<file path="config.mk">
export PLATFORM = sky130hd
export DESIGN_NAME = multicycle_main_control
export DESIGN_NICKNAME = d
export VERILOG_FILES = /design/src/rtl/multicycle_main_control_pkg.sv /design/src/rtl/multicycle_main_control_mem_wait_timer.sv /design/src/rtl/multicycle_main_control.sv
export SDC_FILE = /design/constraint.sdc
export NUM_CORES = 1
export LEC_CHECK = 0
export CAP_MARGIN = 40
export CORE_MARGIN = 8
export CORE_UTILIZATION = 35
export CTS_BUF_LIST = sky130_fd_sc_hd__clkbuf_8
export DETAILED_ROUTE_END_ITERATION = 16
export HOLD_SLACK_MARGIN = 0.05
export MAX_ROUTING_LAYER = met4
export PLACE_DENSITY_LB_ADDON = 0.2
export SLEW_MARGIN = 10
export SYNTH_ARGS = -nofsm -noshare
export SYNTH_HDL_FRONTEND = slang
export SYNTH_SLANG_ARGS = --single-unit
</file>
<file path="constraint.sdc">
create_clock -name clk -period 1.5 [get_ports clk]
set_clock_uncertainty 0.2 [all_clocks]
set_input_delay 0.15 -clock clk [delete_from_list [all_inputs] [get_ports clk]]
set_output_delay 0.15 -clock clk [all_outputs]
set_load 0.05 [all_outputs]
</file>
<file path="src/rtl/multicycle_main_control_pkg.sv">
// Shared constants for the multicycle MIPS main control: opcodes, ALUOp codes,
// state encoding and the bundled control-word type.
package multicycle_main_control_pkg;

  localparam logic [5:0] OP_RTYPE = 6'b000000;
  localparam logic [5:0] OP_LW    = 6'b100011;
  localparam logic [5:0] OP_SW    = 6'b101011;
  localparam logic [5:0] OP_BEQ   = 6'b000100;
  localparam logic [5:0] OP_ADDI  = 6'b001000;
  localparam logic [5:0] OP_J     = 6'b000010;

  localparam logic [1:0] ALUOP_ADD   = 2'b00;
  localparam logic [1:0] ALUOP_SUB   = 2'b01;
  localparam logic [1:0] ALUOP_FUNCT = 2'b10;

  typedef enum logic [3:0] {
    S_FETCH     = 4'd0,
    S_DECODE    = 4'd1,
    S_MEM_ADDR  = 4'd2,
    S_MEM_READ  = 4'd3,
    S_MEM_WB    = 4'd4,
    S_MEM_WRITE = 4'd5,
    S_R_EXEC    = 4'd6,
    S_R_WB      = 4'd7,
    S_BRANCH    = 4'd8,
    S_ADDI_EXEC = 4'd9,
    S_ADDI_WB   = 4'd10,
    S_JUMP      = 4'd11
  } state_t;

  typedef struct packed {
    logic [1:0] alu_op;
    logic       alu_src_a;
    logic [1:0] alu_src_b;
    logic [1:0] pc_src;
    logic       pc_write;
    logic       i_or_d;
    logic       mem_read;
    logic       mem_write;
    logic       ir_write;
    logic       reg_dst;
    logic       mem_to_reg;
    logic       reg_write;
    logic       instr_done;
    logic       illegal_op;
    logic       bus_error;
  } ctrl_t;

  // States that wait on the memory handshake and are covered by the timeout.
  function automatic logic is_mem_state(input state_t s);
    return (s == S_FETCH) || (s == S_MEM_READ) || (s == S_MEM_WRITE);
  endfunction

endpackage

</file>
<file path="src/rtl/multicycle_main_control_mem_wait_timer.sv">
// Counts consecutive not-ready cycles in a memory state and flags a timeout
// when the count reaches MEM_WAIT_MAX with the memory still not ready.
module mem_wait_timer #(
  parameter int MEM_WAIT_MAX = 15,
  parameter int WAIT_CNT_W   = 4
) (
  input  logic clk,
  input  logic rst,
  input  logic active,
  input  logic ready,
  input  logic clear,
  output logic timeout
);

  localparam logic [WAIT_CNT_W-1:0] CNT_MAX = WAIT_CNT_W'(MEM_WAIT_MAX);
  localparam logic [WAIT_CNT_W-1:0] CNT_ONE = WAIT_CNT_W'(1);

  logic [WAIT_CNT_W-1:0] wait_cnt_r;

  assign timeout = active & ~ready & (wait_cnt_r == CNT_MAX);

  // Wait counter; a timeout restarts it even when the state does not change.
  always_ff @(posedge clk) begin
    if (rst) begin
      wait_cnt_r <= '0;
    end else if (clear || timeout || !active || ready) begin
      wait_cnt_r <= '0;
    end else begin
      wait_cnt_r <= wait_cnt_r + CNT_ONE;
    end
  end

endmodule

</file>
<file path="src/rtl/multicycle_main_control.sv">
// Multicycle MIPS main control FSM: sequences fetch/decode/execute/memory/
// writeback, drives datapath selects and enables, and times out slow memory.
module multicycle_main_control
  import multicycle_main_control_pkg::*;
#(
  parameter int MEM_WAIT_MAX = 15,
  parameter int WAIT_CNT_W   = 4
) (
  input  logic       clk,
  input  logic       rst,
  input  logic [5:0] opcode,
  input  logic       zero,
  input  logic       mem_ready,
  output logic [1:0] ALU_op,
  output logic       alu_src_a,
  output logic [1:0] alu_src_b,
  output logic [1:0] pc_src,
  output logic       pc_write,
  output logic       i_or_d,
  output logic       mem_read,
  output logic       mem_write,
  output logic       ir_write,
  output logic       reg_dst,
  output logic       mem_to_reg,
  output logic       reg_write,
  output logic       instr_done,
  output logic       illegal_op,
  output logic       bus_error,
  output logic [3:0] state_out
);

  state_t state_r, next_state_s;
  ctrl_t  ctrl_s, ctrl_out_s;
  logic   timeout_s, active_s, clear_s;

  assign active_s = is_mem_state(state_r);
  assign clear_s  = (next_state_s != state_r);

  mem_wait_timer #(
    .MEM_WAIT_MAX(MEM_WAIT_MAX),
    .WAIT_CNT_W  (WAIT_CNT_W)
  ) u_mem_wait_timer (
    .clk    (clk),
    .rst    (rst),
    .active (active_s),
    .ready  (mem_ready),
    .clear  (clear_s),
    .timeout(timeout_s)
  );

  // State register.
  always_ff @(posedge clk) begin
    if (rst) begin
      state_r <= S_FETCH;
    end else begin
      state_r <= next_state_s;
    end
  end

  // Next-state and Moore control decode; strobes are suppressed on a timeout.
  always_comb begin
    ctrl_s       = '0;
    next_state_s = S_FETCH;
    case (state_r)
      S_FETCH: begin
        ctrl_s.mem_read  = ~timeout_s;
        ctrl_s.alu_src_b = 2'b01;
        ctrl_s.alu_op    = ALUOP_ADD;
        ctrl_s.ir_write  = mem_ready;
        ctrl_s.pc_write  = mem_ready;
        ctrl_s.bus_error = timeout_s;
        next_state_s     = mem_ready ? S_DECODE : S_FETCH;
      end
      S_DECODE: begin
        ctrl_s.alu_src_b = 2'b11;
        ctrl_s.alu_op    = ALUOP_ADD;
        case (opcode)
          OP_RTYPE:     next_state_s = S_R_EXEC;
          OP_LW, OP_SW: next_state_s = S_MEM_ADDR;
          OP_BEQ:       next_state_s = S_BRANCH;
          OP_ADDI:      next_state_s = S_ADDI_EXEC;
          OP_J:         next_state_s = S_JUMP;
          default: begin
            ctrl_s.illegal_op = 1'b1;
            next_state_s      = S_FETCH;
          end
        endcase
      end
      S_MEM_ADDR: begin
        ctrl_s.alu_src_a = 1'b1;
        ctrl_s.alu_src_b = 2'b10;
        ctrl_s.alu_op    = ALUOP_ADD;
        if (opcode == OP_LW) begin
          next_state_s = S_MEM_READ;
        end else if (opcode == OP_SW) begin
          next_state_s = S_MEM_WRITE;
        end else begin
          next_state_s = S_FETCH;
        end
      end
      S_MEM_READ: begin
        ctrl_s.mem_read  = ~timeout_s;
        ctrl_s.i_or_d    = 1'b1;
        ctrl_s.bus_error = timeout_s;
        if (mem_ready) begin
          next_state_s = S_MEM_WB;
        end else if (timeout_s) begin
          next_state_s = S_FETCH;
        end else begin
          next_state_s = S_MEM_READ;
        end
      end
      S_MEM_WB: begin
        ctrl_s.reg_write  = 1'b1;
        ctrl_s.mem_to_reg = 1'b1;
        ctrl_s.instr_done = 1'b1;
      end
      S_MEM_WRITE: begin
        ctrl_s.mem_write  = ~timeout_s;
        ctrl_s.i_or_d     = 1'b1;
        ctrl_s.instr_done = mem_ready;
        ctrl_s.bus_error  = timeout_s;
        if (mem_ready || timeout_s) begin
          next_state_s = S_FETCH;
        end else begin
          next_state_s = S_MEM_WRITE;
        end
      end
      S_R_EXEC: begin
        ctrl_s.alu_src_a = 1'b1;
        ctrl_s.alu_src_b = 2'b00;
        ctrl_s.alu_op    = ALUOP_FUNCT;
        next_state_s     = S_R_WB;
      end
      S_R_WB: begin
        ctrl_s.reg_write  = 1'b1;
        ctrl_s.reg_dst    = 1'b1;
        ctrl_s.instr_done = 1'b1;
      end
      S_BRANCH: begin
        ctrl_s.alu_src_a  = 1'b1;
        ctrl_s.alu_op     = ALUOP_SUB;
        ctrl_s.pc_src     = 2'b01;
        ctrl_s.pc_write   = zero;
        ctrl_s.instr_done = 1'b1;
      end
      S_ADDI_EXEC: begin
        ctrl_s.alu_src_a = 1'b1;
        ctrl_s.alu_src_b = 2'b10;
        ctrl_s.alu_op    = ALUOP_ADD;
        next_state_s     = S_ADDI_WB;
      end
      S_ADDI_WB: begin
        ctrl_s.reg_write  = 1'b1;
        ctrl_s.instr_done = 1'b1;
      end
      S_JUMP: begin
        ctrl_s.pc_src     = 2'b10;
        ctrl_s.pc_write   = 1'b1;
        ctrl_s.instr_done = 1'b1;
      end
      default: begin
        ctrl_s       = '0;
        next_state_s = S_FETCH;
      end
    endcase
  end

  // Reset blanks every output, including the debug state view.
  assign ctrl_out_s = rst ? '0 : ctrl_s;
  assign state_out  = rst ? 4'd0 : state_r;

  assign ALU_op     = ctrl_out_s.alu_op;
  assign alu_src_a  = ctrl_out_s.alu_src_a;
  assign alu_src_b  = ctrl_out_s.alu_src_b;
  assign pc_src     = ctrl_out_s.pc_src;
  assign pc_write   = ctrl_out_s.pc_write;
  assign i_or_d     = ctrl_out_s.i_or_d;
  assign mem_read   = ctrl_out_s.mem_read;
  assign mem_write  = ctrl_out_s.mem_write;
  assign ir_write   = ctrl_out_s.ir_write;
  assign reg_dst    = ctrl_out_s.reg_dst;
  assign mem_to_reg = ctrl_out_s.mem_to_reg;
  assign reg_write  = ctrl_out_s.reg_write;
  assign instr_done = ctrl_out_s.instr_done;
  assign illegal_op = ctrl_out_s.illegal_op;
  assign bus_error  = ctrl_out_s.bus_error;

endmodule

</file>
==> results.json, run 1 <==
{
  "firstError": "[ERROR DPL-0038] Utilization greater than 100%, impossible to legalize",
  "start_util_pct": 36.2,
  "num_io_pins": 32,
  "ys.flop_type": "dfxtp_1",
  "synth_edf_count": 0,
  "synth.distinct_cells": 33,
  "seq_area_frac_synth_pct": 20.4,
  "synth_commonest_cells": "nor2_1 (18), nand2_1 (10), a21oi_1 (9)",
  "synth_area_leaders": "dfxtp_1 (20%), nor2_1 (8.6%), a21oi_1 (5.7%)",
  "yosysMostFrequentCell": "nor2_1",
  "cts_made_buffers": 3,
  "netlist_instances": 116,
  "die_y_um": 63.4,
  "cts.repair.resized": 59,
  "async_flop_share_pct": 0,
  "ys_ff_latch": 8,
  "cts-root-buf": "clkbuf_8",
  "gp_congestion": 0.905,
  "syn_nets": 127,
  "htree_levels": 1,
  "holdBufCountCts": 0,
  "status": "aborted with a tool error",
  "num_rows": 17,
  "synth_top_area_share_pct": 20.4,
  "port_buffers": 31,
  "stop_stage": "4_1_cts",
  "place_inst": 202,
  "dp_hpwl_um": 2960,
  "dieWidth_um": 63.4,
  "synth_area_per_cell_sq_um": 6.77,
  "clock_sinks": 8,
  "synth.largest_area_cell": "dfxtp_1",
  "syn_area_sq_um": 786,
  "clk_path_buf_depth": 2,
  "cts_setup_buffers": 15,
  "yosysWarningCount": 0
}
through the flow:
step | setup WS, ns | cell area, sq um | setup TNS, ns
global placement | -0.278 | 1880 | -4.26
detailed placement | -0.326 | 1880 | -5.90
floorplan | -0.205 | 1110 | -0.850
logic make-up after synthesis:
family	Yosys count	synth area share (%)
AOI/OAI and AO/OA	26	23.2
xor gates and xnor gates	5	5.57
adders and majority gates	1	1.59
buffers and inverters	12	7.96
DFF	8	20.4
muxes	1	1.43
and+or+nand+nor	63	39.8
==> run 2: changes to the inputs <==
--- a/config.mk
+++ b/config.mk
@@ -7,12 +7,9 @@
 export LEC_CHECK = 0
 export CAP_MARGIN = 40
 export CORE_MARGIN = 8
-export CORE_UTILIZATION = 35
-export CTS_BUF_LIST = sky130_fd_sc_hd__clkbuf_8
+export CORE_UTILIZATION = 20
 export DETAILED_ROUTE_END_ITERATION = 16
-export HOLD_SLACK_MARGIN = 0.05
-export MAX_ROUTING_LAYER = met4
-export PLACE_DENSITY_LB_ADDON = 0.2
+export PLACE_DENSITY_LB_ADDON = 0.15
 export SLEW_MARGIN = 10
 export SYNTH_ARGS = -nofsm -noshare
 export SYNTH_HDL_FRONTEND = slang
==> run 2 against run 1 <==
The flow now finishes, with violations (negative setup slack). Area after synthesis did not move. Synthesized cell count unchanged.
==> results.json, run 2 <==
{
  "period_needed_ns": 1.78,
  "layout_commonest_cell": "buf_4",
  "cp_data_required_time_ns": 1.15,
  "r2r-start": "state_r[0]",
  "drt_pass1_iterations": 2,
  "rrSetupSlack_ns": -0.05,
  "fillers": 290,
  "track_usage_pct": 11.0,
  "post-route-period-util_pct": 119,
  "synth_area_leaders": "dfxtp_1 (20%), nor2_1 (8.6%), a21oi_1 (5.7%)",
  "cts_made_buffers": 3,
  "final_max_slew_viol_count": 0,
  "rsz0062_at_grt": "yes",
  "num_rows": 22,
  "synth_edf_count": 0,
  "clk_pin_slew_worst_paths_ns": 0.04,
  "yosysWarningCount": 0,
  "reg2regPathDepth": 6,
  "dieArea_sq_mm": 0.00619,
  "synth.distinct_cells": 33,
  "die_y_um": 78.7,
  "cpPeakStageDelay_ns": 0.38,
  "worstSetupEndpointType": "output port",
  "clk_path_buf_depth": 2,
  "power_leakage_nw": 0.880,
  "syn_nets": 127,
  "min_to": "u_mem_wait_timer.wait_cnt_r[0]",
  "final_nets": 209,
  "drt-initial-drc-count": 31,
  "peakVddDrop_mv": 0.377,
  "hold_start": "u_mem_wait_timer.wait_cnt_r[0]",
  "status": "finished, violations left",
  "multi_input_area_sq_um": 992,
  "maxCapViolCount": 0,
  "htree_levels": 1,
  "syn_area_sq_um": 786,
  "wl_per_cell_um": 13.9,
  "hold_viol": 0,
  "ys_ff_latch": 8,
  "synth_commonest_cells": "nor2_1 (18), nand2_1 (10), a21oi_1 (9)",
  "grt.overflow.total": 0,
  "worst-setup-path-type": "reg2out",
  "wl_um": 3390,
  "clkLatencyLatePin_ns": 0.23,
  "cts_tree": "done",
  "avgViaCountPerCell": 4.72,
  "cpMaxStageDelayCell": "dfxtp_4",
  "first_global_vias": 1150,
  "worst_slew_pin_slew_ns": 0.315,
  "antenna_found_initial": 0,
  "port_buffers": 31,
  "n_antenna_cell": 0,
  "ant_nets": 0,
  "ys.flop_type": "dfxtp_1",
  "setup_ws_ns": -0.284,
  "clock_sinks": 8,
  "fin_tns_setup_ns": -3.60,
  "yosysMostFrequentCell": "nor2_1",
  "grt_max_degree": 10,
  "regToRegEndpoint": "state_r[0]",
  "whs_path_depth": 1,
  "cp_cell_sequence": "buf_6 -> nor2_4 -> a21oi_2 -> nor4_4 -> buf_12",
  "async_flop_share_pct": 0,
  "dp_hpwl_um": 2640,
  "gp_congestion": 0.827,
  "cp.arrival_ns": 1.43,
  "holdBufCountCts": 0,
  "holdWs_ns": 0.243,
  "report.final.setup_viol": 22,
  "max_freq_mhz": 561,
  "num_vias": 1157,
  "p_total_mw": 0.871,
  "max-slew-margin-rel_pct": 79.0,
  "area_growth_pct": 196,
  "final_cell_mix": "buf_4 (35), buf_12 (23), buf_6 (17)",
  "synth.largest_area_cell": "dfxtp_1",
  "final_layout_size_suffix_gt1_share_pct": 72.1,
  "grt_pass1_wl_um": 5540,
  "core-area_sq_mm": 0.00372,
  "cp_max_fo": 8,
  "cts-root-buf": "clkbuf_8",
  "startpoint": "state_r[0]",
  "netlist_instances": 116,
  "cellPowerDensity_mw_per_mm2": 374,
  "hp-class": "reg2reg",
  "synth_top_area_share_pct": 20.4,
  "start_util_pct": 21.1,
  "reg_top3": "state_r x4, u_mem_wait_timer.wait_cnt_r x4",
  "num_io_pins": 32,
  "seq_area_frac_synth_pct": 20.4,
  "drc": 0,
  "violations": "negative setup slack",
  "synth_area_per_cell_sq_um": 6.77,
  "placed_area_sq_mm": 0.00190,
  "dieWidth_um": 78.7,
  "utilization_pct": 62.7,
  "regArea_sq_um": 175,
  "startpoint_type": "flip-flop",
  "stdcell_area_sq_mm": 0.00233
}
==> run 2: worst max-delay path by stage <==
stage / to / slack (ns) / cells past startpoint
4_1_cts: mem_read / -0.27 / 4
5_1_grt: pc_write / -0.34 / 5
3_3_place_gp: illegal_op / -0.27 / 5
3_5_place_dp: illegal_op / -0.29 / 5
2_1_floorplan: pc_write / -0.20 / 5
6_report: pc_write / -0.28 / 5
==> run 2: cell type report <==
cell class,count,area share [%]
Timing Repair Buffer,87,44.7
Sequential cell,8,7.52
Tap cell,48,2.58
Clock buffer,4,1.93
Multi-Input combinational cell,96,42.6
Inverter,2,0.644
==> run 2: cell families after synthesis <==
group | after synthesis | synth area share (%)
and+or+nand+nor | 63 | 39.8
AOI/OAI and AO/OA | 26 | 23.2
buffers and inverters | 12 | 7.96
DFF | 8 | 20.4
xor gates and xnor gates | 5 | 5.57
muxes | 1 | 1.43
adders and majority gates | 1 | 1.59
==> run 2: per-layer routing <==
metal	GRT usage [%]	vias to the layer above	wire length [um]
li1	-	591	-
met1	12.7	544	1420
met2	19.5	17	1830
met3	2.85	5	119
met4	2.78	0	31
met5	0	-	0
==> run 2: repair_timing <==
action                                 CTS  global route
gates resized for setup                 52            20
pin swaps                               12            13
setup endpoints to repair               25            26
endpoints found under the hold margin    0             0
setup buffers                            7             8
==> run 2: where the power goes <==
group	total, mW	internal [mW]	switching [mW]
Combinational	0.374	0.196	0.178
Clock	0.272	0.184	0.0879
Sequential	0.225	0.216	0.00962
==> run 2: through the flow <==
stage	cells	setup WS, ns
after CTS	237	-0.272
after global routing	245	-0.336
after detailed placement	226	-0.295
after floorplan	116	-0.205
final	245	-0.284
after global placement	226	-0.273
==> run 2: worst max-delay path, delay by kind of cell, from the launching register on <==
| kind | cells | cell delay [ns] |
|---|---|---|
| and+or+nand+nor | 2 | 0.41 |
| DFF | 1 | 0.38 |
| AOI/OAI and AO/OA | 1 | 0.09 |
| buffers and inverters | 2 | 0.32 |
No activity file was read; power rests on OpenSTA's default activity.
